<file path="src/rtl/red_pitaya_iq_boxcar_decimator_pkg.sv">
// Shared definitions for the IQ boxcar decimator.
//   - Default widths (INBITS, OUTBITS, MAXLOG2N, LOGBITS) and accumulator width.
//   - clamp_log2n : limits a requested block-length exponent to the supported maximum.
//   - round_offset: bias added before an arithmetic right shift of s bits so the
//                   result rounds half toward zero (also used by the demodulator).
package red_pitaya_iq_boxcar_decimator_pkg;

  localparam int DEF_INBITS   = 18;
  localparam int DEF_OUTBITS  = 20;
  localparam int DEF_MAXLOG2N = 16;
  localparam int DEF_LOGBITS  = 5;
  localparam int DEF_ACCBITS  = DEF_INBITS + DEF_MAXLOG2N;

  function automatic int clamp_log2n(input int req, input int maxlog2n);
    return (req > maxlog2n) ? maxlog2n : req;
  endfunction

  // Negative values get the full half so ties move up toward zero; non-negative
  // values get one less than half so ties stay down toward zero. Requires s >= 1.
  function automatic longint round_offset(input int s, input bit neg);
    longint half;
    half = longint'(1) <<< (s - 1);
    return neg ? half : half - 1;
  endfunction

endpackage

</file>
<file path="src/rtl/red_pitaya_iq_boxcar_channel.sv">
// One quadrature of the boxcar decimator: accumulator, block-sum register and
// the scaled/rounded output register. Block control comes from the top level.
//   clk, rstn : clock, asynchronous active-low reset
//   sample    : signed input sample
//   take      : sample is accepted on this edge
//   last      : accepted sample closes the block
//   restart   : abort the partial block (accumulator cleared)
//   vld_p1    : block sum register holds a fresh result
//   ln_p1     : block-length exponent that belongs to the held sum
//   result    : scaled block mean, holds between updates
module red_pitaya_iq_boxcar_channel
  import red_pitaya_iq_boxcar_decimator_pkg::*;
#(
  parameter int INBITS   = DEF_INBITS,
  parameter int OUTBITS  = DEF_OUTBITS,
  parameter int MAXLOG2N = DEF_MAXLOG2N,
  parameter int LOGBITS  = DEF_LOGBITS
) (
  input  logic                      clk,
  input  logic                      rstn,
  input  logic signed [INBITS-1:0]  sample,
  input  logic                      take,
  input  logic                      last,
  input  logic                      restart,
  input  logic                      vld_p1,
  input  logic [LOGBITS-1:0]        ln_p1,
  output logic signed [OUTBITS-1:0] result
);

  localparam int ACCBITS = INBITS + MAXLOG2N;
  localparam int FRAC    = OUTBITS - INBITS;
  // Working width for scaling: room for the left shift and the rounding bias.
  localparam int WW      = ((ACCBITS > OUTBITS) ? ACCBITS : OUTBITS) + 1;

  logic signed [ACCBITS-1:0] acc_p0;
  logic signed [ACCBITS-1:0] sum_p1;
  logic signed [ACCBITS-1:0] next_sum;

  // The sum of 2^ln samples scaled to OUTBITS: a left shift when the averaging
  // gain fits in the extra fractional bits, otherwise a rounded right shift.
  function automatic logic signed [OUTBITS-1:0] scale(
    input logic signed [ACCBITS-1:0] sum,
    input logic [LOGBITS-1:0]        ln
  );
    logic signed [WW-1:0] wide;
    int                   l;
    l    = int'(ln);
    wide = WW'(sum);
    if (l <= FRAC) begin
      wide = wide <<< (FRAC - l);
    end else begin
      wide = wide + WW'(round_offset(l - FRAC, sum[ACCBITS-1]));
      wide = wide >>> (l - FRAC);
    end
    return wide[OUTBITS-1:0];
  endfunction

  assign next_sum = acc_p0 + ACCBITS'(sample);

  // Stage p0 -> p1: integrate, dump the completed block into sum_p1
  always_ff @(posedge clk or negedge rstn) begin
    if (!rstn) begin
      acc_p0 <= '0;
      sum_p1 <= '0;
    end else if (restart) begin
      acc_p0 <= '0;
    end else if (take) begin
      if (last) begin
        sum_p1 <= next_sum;
        acc_p0 <= '0;
      end else begin
        acc_p0 <= next_sum;
      end
    end
  end

  // Stage p1 -> output: scale and round
  always_ff @(posedge clk or negedge rstn) begin
    if (!rstn) begin
      result <= '0;
    end else if (vld_p1) begin
      result <= scale(sum_p1, ln_p1);
    end
  end

endmodule

</file>
<file path="src/rtl/red_pitaya_iq_boxcar_decimator.sv">
// Boxcar decimator for the two IQ demodulator quadratures. Integrates 2^log2n
// accepted samples per channel and emits the block mean with a one-cycle strobe.
//   clk_i, rstn_i        : clock, asynchronous active-low reset
//   signal1_i, signal2_i : signed quadratures (INBITS)
//   enable_i             : sample qualifier
//   restart_i            : synchronous abort of the current block
//   log2n_i              : requested block-length exponent (clamped to MAXLOG2N)
//   signal1_o, signal2_o : scaled block results (OUTBITS), hold between strobes
//   valid_o              : one-cycle strobe for new results
module red_pitaya_iq_boxcar_decimator
  import red_pitaya_iq_boxcar_decimator_pkg::*;
#(
  parameter int INBITS   = DEF_INBITS,
  parameter int OUTBITS  = DEF_OUTBITS,
  parameter int MAXLOG2N = DEF_MAXLOG2N,
  parameter int LOGBITS  = DEF_LOGBITS
) (
  input  logic                      clk_i,
  input  logic                      rstn_i,
  input  logic signed [INBITS-1:0]  signal1_i,
  input  logic signed [INBITS-1:0]  signal2_i,
  input  logic                      enable_i,
  input  logic                      restart_i,
  input  logic [LOGBITS-1:0]        log2n_i,
  output logic signed [OUTBITS-1:0] signal1_o,
  output logic signed [OUTBITS-1:0] signal2_o,
  output logic                      valid_o
);

  logic [MAXLOG2N-1:0] cnt;
  logic [MAXLOG2N:0]   len_m1;
  logic [LOGBITS-1:0]  ln;
  logic [LOGBITS-1:0]  ln_req;
  logic [LOGBITS-1:0]  ln_eff;
  logic [LOGBITS-1:0]  ln_p1;
  logic                take;
  logic                last;
  logic                vld_p1;

  assign ln_req = LOGBITS'(clamp_log2n(int'(log2n_i), MAXLOG2N));
  // At a block boundary (cnt==0) the new request applies to this very sample;
  // inside a block the shadow copy is frozen.
  assign ln_eff = (cnt == '0) ? ln_req : ln;
  assign len_m1 = ((MAXLOG2N + 1)'(1) << ln_eff) - (MAXLOG2N + 1)'(1);
  assign take   = enable_i & ~restart_i;
  assign last   = take && ({1'b0, cnt} == len_m1);

  // Stage p0 -> p1: block counter, shadow length, result valid
  always_ff @(posedge clk_i or negedge rstn_i) begin
    if (!rstn_i) begin
      cnt     <= '0;
      ln      <= '0;
      ln_p1   <= '0;
      vld_p1  <= 1'b0;
      valid_o <= 1'b0;
    end else begin
      vld_p1  <= last;
      valid_o <= vld_p1;
      // ln travels with the sum so a later length change cannot touch it.
      if (last) begin
        ln_p1 <= ln_eff;
      end
      if (restart_i) begin
        cnt <= '0;
        ln  <= ln_req;
      end else begin
        ln <= ln_eff;
        if (take) begin
          cnt <= last ? '0 : cnt + 1'b1;
        end
      end
    end
  end

  red_pitaya_iq_boxcar_channel #(
    .INBITS   (INBITS),
    .OUTBITS  (OUTBITS),
    .MAXLOG2N (MAXLOG2N),
    .LOGBITS  (LOGBITS)
  ) u_ch1 (
    .clk     (clk_i),
    .rstn    (rstn_i),
    .sample  (signal1_i),
    .take    (take),
    .last    (last),
    .restart (restart_i),
    .vld_p1  (vld_p1),
    .ln_p1   (ln_p1),
    .result  (signal1_o)
  );

  red_pitaya_iq_boxcar_channel #(
    .INBITS   (INBITS),
    .OUTBITS  (OUTBITS),
    .MAXLOG2N (MAXLOG2N),
    .LOGBITS  (LOGBITS)
  ) u_ch2 (
    .clk     (clk_i),
    .rstn    (rstn_i),
    .sample  (signal2_i),
    .take    (take),
    .last    (last),
    .restart (restart_i),
    .vld_p1  (vld_p1),
    .ln_p1   (ln_p1),
    .result  (signal2_o)
  );

endmodule

</file>
<file path="config.mk">
export PLATFORM = sky130hd
export DESIGN_NAME = red_pitaya_iq_boxcar_decimator
export DESIGN_NICKNAME = d
export VERILOG_FILES = /design/src/rtl/red_pitaya_iq_boxcar_decimator_pkg.sv /design/src/rtl/red_pitaya_iq_boxcar_channel.sv /design/src/rtl/red_pitaya_iq_boxcar_decimator.sv
export SDC_FILE = /design/constraint.sdc
export NUM_CORES = 1
export LEC_CHECK = 0
export ABC_AREA = 1
export BUFFER_PORTS_ARGS = -buffer_cell sky130_fd_sc_hd__buf_4
export CAP_MARGIN = 40
export CELL_PAD_IN_SITES_DETAIL_PLACEMENT = 0
export CELL_PAD_IN_SITES_GLOBAL_PLACEMENT = 1
export CORE_MARGIN = 2
export CORE_UTILIZATION = 37
export DETAILED_ROUTE_END_ITERATION = 10
export PLACE_DENSITY = 0.76
export SLEW_MARGIN = 40
export SYNTH_ARGS = -nofsm -noshare
export SYNTH_HDL_FRONTEND = slang
export SYNTH_HIERARCHICAL = 1
export SYNTH_SLANG_ARGS = --single-unit
</file>
<file path="constraint.sdc">
create_clock -name clk_i -period 9.5 [get_ports clk_i]
set_input_delay 1.425 -clock clk_i [delete_from_list [all_inputs] [get_ports clk_i]]
set_output_delay 1.425 -clock clk_i [all_outputs]
set_load 0.02 [all_outputs]
</file>
==> impl_metrics.json, run 1 <==
{
  "post_cts_buffers": 0,
  "ios": 86,
  "synth_edf_count": 0,
  "synth_ff_type": "dfrtp_1",
  "synth_top_area_cell": "dfrtp_1",
  "critPathMaxStageDelay_ns": 0.60,
  "syn-num-nets": 4233,
  "n_antenna_cell": 0,
  "die_height_um": 266.0,
  "core_mm2": 0.06823,
  "final-setup-viol-count": 0,
  "globalplace.congestion": 0.9489,
  "drive_gt1_frac": 0.1011,
  "port_buffers": 85,
  "period_minus_slack_ns": 8.244,
  "post-route-period-util": 0.8678,
  "worst_pin_slew_ns": 0.8316,
  "path_max_fanout": 40,
  "remaining_drc_errors": 0,
  "dieArea_mm2": 0.07077,
  "die_w_um": 266.0,
  "start_util": 0.3723,
  "track_usage": 0.2383,
  "fp-row-count": 96,
  "power_density_mw_per_mm2": 86.69,
  "reg2reg_slack_ns": 1.26,
  "vias": 26590,
  "fmax_mhz": 121.3,
  "first_pass_iters": 5,
  "outcome": "finished clean",
  "synth_cell_types": 64,
  "synth.area.top_cells": "dfrtp_1 (20%), nand2_1 (15%), nand3_1 (14%)",
  "place_area_mm2": 0.02664,
  "insertion_delay_ns": 0.60,
  "hold_path_class": "register to register",
  "slew_viol_final": 0,
  "ant_nets": 0,
  "cp-endpoint": "u_ch2/result[0]",
  "syn_area_mm2": 0.02540,
  "slew_headroom": 0.4414,
  "cp_common_cell": "nand2_1",
  "timing.critical_path.to_type": "register",
  "cts_tree": "built",
  "dpl.hpwl_um": 66530,
  "finalHoldViolations": 0,
  "avgSynthCellArea_um2": 6.333,
  "yosysWarningCount": 6,
  "antenna_found_initial": 0,
  "power_leakage_nw": 14.29,
  "nNetsFinal": 4208,
  "ys_ff_latch": 204,
  "clock_skew_ns": 0.02144,
  "finalSetupTns_ns": 0,
  "grt_max_degree": 80,
  "cp.required_ns": 9.97,
  "vias_per_cell": 5.442,
  "root_buffer": "clkbuf_16",
  "rsz0062_at_grt": "no",
  "fin_ws_ns": 1.256,
  "ys_async_sr_fraction": 1.000,
  "holdWs_ns": 0.4894,
  "stdcell_count": 4886,
  "clk_pin_slew_worst_paths_ns": 0.06,
  "drt_iter0_drc": 2661,
  "yosysSeqAreaShare": 0.2010,
  "final_util": 0.4034,
  "layout_commonest_cell": "nand2_1",
  "ir_drop_v": 0.0001247,
  "worstPathArrival_ns": 8.71,
  "area_delta_synth_final_pct": 8.344,
  "cts_made_buffers": 26,
  "yosysTopAreaCellShare": 0.2010,
  "overflow": 0,
  "reg2reg_from": "ln_p1[1]",
  "wl_per_cell_um": 17.61,
  "cts_resized": 0,
  "ff2ff_path_depth": 50,
  "slowest_stage": "o21ai_0",
  "cts_buffer_depth": 3,
  "grt_pass1_wl_um": 136600,
  "cts_hold_buf": 0,
  "drv_cap": 0,
  "power_mw": 2.386,
  "dpl_worst_slack_ns": 1.539,
  "clkSinkCount": 204,
  "worstSetupPathType": "register to register",
  "first_global_vias": 24660,
  "critical_path.startpoint_type": "register",
  "place_inst": 4840,
  "routed_wl_um": 86040,
  "synth_cells": 4011,
  "final_area_mm2": 0.02752,
  "crit_start": "ln_p1[1]",
  "layout_common_cells": "nand2_1 (1016), nand3_1 (713), o21ai_0 (291), nor2_1 (280), a21oi_1 (253)",
  "rr_endpoint": "u_ch2/result[0]",
  "htreeDepth": 1
}
-- registers in the layout (all words and copies together), names as in the netlist, 5 cells and up --
register	count
cnt	16
ln	5
ln_p1	5
u_ch1/acc_p0	34
u_ch1/result	20
u_ch1/sum_p1	34
u_ch2/acc_p0	34
u_ch2/result	20
u_ch2/sum_p1	34
-- critical path, delay by kind of cell (launching register included) --
family | cells | cell delay [ns]
AND/OR/NAND/NOR | 29 | 3.33
AO/OA/AOI/OAI | 9 | 2.11
adder cells (fa/ha/maj) | 4 | 1.16
buffers and inverters | 8 | 1.12
flip-flops | 1 | 0.41
-- cell type report --
type	instances	area, um2
inverter	288	1091
tap	882	1104
clock buffer	31	689.4
clock inverter	15	187.7
fill	7444	40700
sequential	204	5110
timing repair buffer	129	1008
multi-input combinational	3337	18330
-- worst min path at each step --
stage | start | end | slack, ns | depth (start not counted)
floorplan | u_ch1/sum_p1[20] | u_ch1/sum_p1[20] | 0.46 | 2
global placement | u_ch1/sum_p1[31] | u_ch1/sum_p1[31] | 0.48 | 2
detailed placement | u_ch1/sum_p1[27] | u_ch1/sum_p1[27] | 0.48 | 2
CTS | u_ch1/sum_p1[27] | u_ch1/sum_p1[27] | 0.50 | 2
global route | u_ch1/sum_p1[26] | u_ch1/sum_p1[26] | 0.52 | 2
finish | u_ch1/sum_p1[27] | u_ch1/sum_p1[27] | 0.49 | 2
-- Yosys cell counts (9+ instances only) --
cell type  instances
nor3_1            38
nor2_1           283
or2_2             41
a21o_1             9
nor2_2            29
clkinv_1          20
ha_1             173
clkbuf_1          90
buf_1             29
a21oi_1          253
nand3_2           57
o21ai_0          291
xor2_1            95
dfrtp_1          204
nand2_2           24
o211ai_1          28
nor2_4            16
nand4_1           35
nand2_1         1016
mux2i_1           15
a211oi_1           9
inv_2             16
o21ai_1           11
buf_6             18
nand2_4           13
a31oi_1           28
nand3_1          713
nor4_1            15
a21boi_0           9
inv_1            251
xnor2_1           55
buf_2             40
-- power breakdown --
group          internal (mW)  switching (mW)
Sequential             0.895          0.0170
Clock                  0.602           0.440
Combinational          0.147           0.285
Total                   1.64           0.742
-- routing by layer --
metal / track usage / wire [um] / up-vias
met1: 0.3561 / 42370 / 12170
met5: 0.003465 / 0 / -
met4: 0.05739 / 2114 / 0
li1: - / - / 13560
met2: 0.3605 / 36560 / 757
met3: 0.03013 / 5002 / 103
-- kinds of logic (layout without fill, tap and decap cells) --
logic type      count (synthesis)  in the layout  synth area share
fa+ha+maj                     177            177           0.08837
flops                         204            204            0.2010
xor+xnor                      152            152           0.05389
simple gates                 2314           2314            0.4279
buf+inv                       470            463           0.07768
compound gates                679            679            0.1453
mux                            15             15          0.005911
Power figures use the tool's default switching activity.
==> run 2, diff against run 1 <==
--- a/config.mk
+++ b/config.mk
@@ -17,5 +17,4 @@
 export SLEW_MARGIN = 40
 export SYNTH_ARGS = -nofsm -noshare
 export SYNTH_HDL_FRONTEND = slang
-export SYNTH_HIERARCHICAL = 1
 export SYNTH_SLANG_ARGS = --single-unit
==> run 2 against run 1 <==
  * Synthesized cell count decreased by 6.6%
  * Core utilization increased by 0.33 points
  * Via count decreased by 4.5%
  * Sequential share of layout area increased by 1.5 points
  * Count of clock-buffer cells in the layout increased by 1
  * Clock power increased by 5%
  * Non-clock buffer count decreased by 6
  * Die area decreased by 7.8%
  * Critical path depth decreased by 3
  * Power increased by 9.9%
  * First-iteration DRC count decreased by 3.4%
  * Setup slack got worse by 0.53 ns
  * Critical path type unchanged
  * Largest power group unchanged
  * Highest routed layer unchanged
==> impl_metrics.json, run 2 <==
{
  "clock_skew_ns": 0.02308,
  "ant_nets": 0,
  "antenna_found_initial": 1,
  "first_pass_iters": 6,
  "core_mm2": 0.06274,
  "cp.required_ns": 10.02,
  "overflow": 0,
  "rsz0062_at_grt": "no",
  "first_global_vias": 23460,
  "globalplace.congestion": 0.9891,
  "synth_cell_types": 63,
  "finalHoldViolations": 0,
  "ff2ff_path_depth": 47,
  "synth_cells": 3745,
  "critical_path.startpoint_type": "register",
  "die_height_um": 255.4,
  "path_max_fanout": 33,
  "rr_endpoint": "u_ch2.result[14]",
  "synth_ff_type": "dfrtp_1",
  "ir_drop_v": 0.0001300,
  "hold_path_class": "register to register",
  "vias_per_cell": 5.552,
  "die_w_um": 255.4,
  "final_area_mm2": 0.02551,
  "worstSetupPathType": "register to register",
  "synth.area.top_cells": "dfrtp_1 (22%), nand2_1 (15%), nand3_1 (13%)",
  "n_antenna_cell": 0,
  "power_leakage_nw": 13.45,
  "ys_async_sr_fraction": 1.000,
  "slowest_stage": "dfrtp_2",
  "critPathMaxStageDelay_ns": 0.64,
  "nNetsFinal": 3908,
  "post-route-period-util": 0.9235,
  "fp-row-count": 92,
  "yosysWarningCount": 0,
  "hold_path_end": "u_ch2.acc_p0[21]",
  "power_density_mw_per_mm2": 102.8,
  "cts_buffer_depth": 3,
  "avgSynthCellArea_um2": 6.244,
  "cts_made_buffers": 27,
  "clkSinkCount": 204,
  "grt_pass1_wl_um": 135800,
  "area_delta_synth_final_pct": 9.112,
  "reg2reg_from": "ln_p1[1]",
  "remaining_drc_errors": 0,
  "ys_ff_latch": 204,
  "synth.most_common_cell": "nand2_1",
  "cts_tree": "built",
  "period_minus_slack_ns": 8.773,
  "start_util": 0.3727,
  "slew_headroom": 0.4193,
  "clk_pin_slew_worst_paths_ns": 0.07,
  "routed_wl_um": 86730,
  "min_from": "u_ch2.acc_p0[21]",
  "cp_common_cell": "nand2_1",
  "reg2reg_slack_ns": 0.73,
  "insertion_delay_ns": 0.61,
  "synth_top_area_cell": "dfrtp_1",
  "place_area_mm2": 0.02453,
  "htreeDepth": 1,
  "syn_area_mm2": 0.02338,
  "finalSetupTns_ns": 0,
  "yosysSeqAreaShare": 0.2183,
  "post_cts_buffers": 0,
  "worstPathArrival_ns": 9.30,
  "cts_resized": 0,
  "port_buffers": 85,
  "outcome": "finished clean",
  "cts_hold_buf": 0,
  "grt_max_degree": 101,
  "drive_gt1_frac": 0.07810,
  "dieArea_mm2": 0.06523,
  "slew_viol_final": 0,
  "wl_per_cell_um": 18.97,
  "whs_path_depth": 2,
  "synthTopCellsByCount": "nand2_1 (958), nand3_1 (605), o21ai_0 (304), a21oi_1 (281), inv_1 (278)",
  "ios": 86,
  "dpl.hpwl_um": 67010,
  "worst_pin_slew_ns": 0.8710,
  "timing.critical_path.to_type": "register",
  "track_usage": 0.2588,
  "layout_commonest_cell": "nand2_1",
  "final-setup-viol-count": 0,
  "drv_cap": 0,
  "vias": 25390,
  "syn-num-nets": 3948,
  "drt_iter0_drc": 2571,
  "layout_common_cells": "nand2_1 (957), nand3_1 (605), o21ai_0 (304), a21oi_1 (281), inv_1 (276)",
  "fmax_mhz": 114.0,
  "root_buffer": "clkbuf_16",
  "synth_edf_count": 0,
  "yosysTopAreaCellShare": 0.2183
}
[run 2: through the flow]
stage               cells  hold WS, ns  worst slack (ns)  power (mW)    util
floorplan            3745       0.3519             2.210       1.390       -
global placement     4519       0.4718            0.9349       1.547  0.3907
detailed placement   4519       0.4770            0.9173       1.549  0.3910
CTS                  4569       0.4921            0.8567       2.655  0.4058
global route         4572       0.5045           0.02235       2.774  0.4067
finish               4572       0.4910            0.7271       2.622  0.4067
[run 2: cell type report]
class	count	area, um2
fill	6870	37220
multi-input combinational	3055	16350
sequential	204	5110
inverter	294	1109
tap	846	1059
timing repair buffer	123	962.2
clock buffer	32	724.4
clock inverter	18	203.9
[run 2: per-layer routing]
layer | GRT usage | wire length, um | vias to the layer above
li1 | - | - | 12650
met3 | 0.02728 | 5043 | 114
met4 | 0.07124 | 2511 | 0
met2 | 0.4141 | 38690 | 765
met1 | 0.3685 | 40480 | 11860
met5 | 0 | 0 | -
[run 2: power by group]
group          total [mW]  internal (mW)  switching (mW)
clock network        1.09          0.632           0.457
logic               0.580          0.215           0.365
registers           0.952          0.921          0.0310
total                2.62           1.77           0.853
[run 2: cells by family (layout without fill, tap and decap cells)]
family	count (synthesis)	in the layout	share of synthesized area
AO/OA/AOI/OAI	761	761	0.1748
XOR/XNOR	129	129	0.04896
adder cells (fa/ha/maj)	158	158	0.08583
buffers and inverters	487	467	0.08535
flip-flops	204	204	0.2183
multiplexers	17	17	0.007277
AND/OR/NAND/NOR	1989	1990	0.3795
[run 2: worst max path at each step]
| stage | start | end | slack, ns | depth (start not counted) |
|---|---|---|---|---|
| 5_1_grt | ln_p1[1] | u_ch2.result[4] | 0.02 | 45 |
| 3_5_place_dp | ln_p1[1] | u_ch2.result[1] | 0.92 | 44 |
| 4_1_cts | ln_p1[1] | u_ch2.result[1] | 0.86 | 44 |
| 2_1_floorplan | ln_p1[1] | u_ch1.result[12] | 2.21 | 55 |
| 6_report | ln_p1[1] | u_ch2.result[14] | 0.73 | 47 |
| 3_3_place_gp | ln_p1[1] | u_ch1.result[1] | 0.93 | 44 |
[run 2: critical path: cells and delay by family (launching register included)]
kind / cells / cell delay [ns]
simple gates: 30 / 4.79
fa+ha+maj: 4 / 1.34
compound gates: 5 / 0.87
buf+inv: 7 / 0.86
flops: 1 / 0.64
xor+xnor: 1 / 0.16
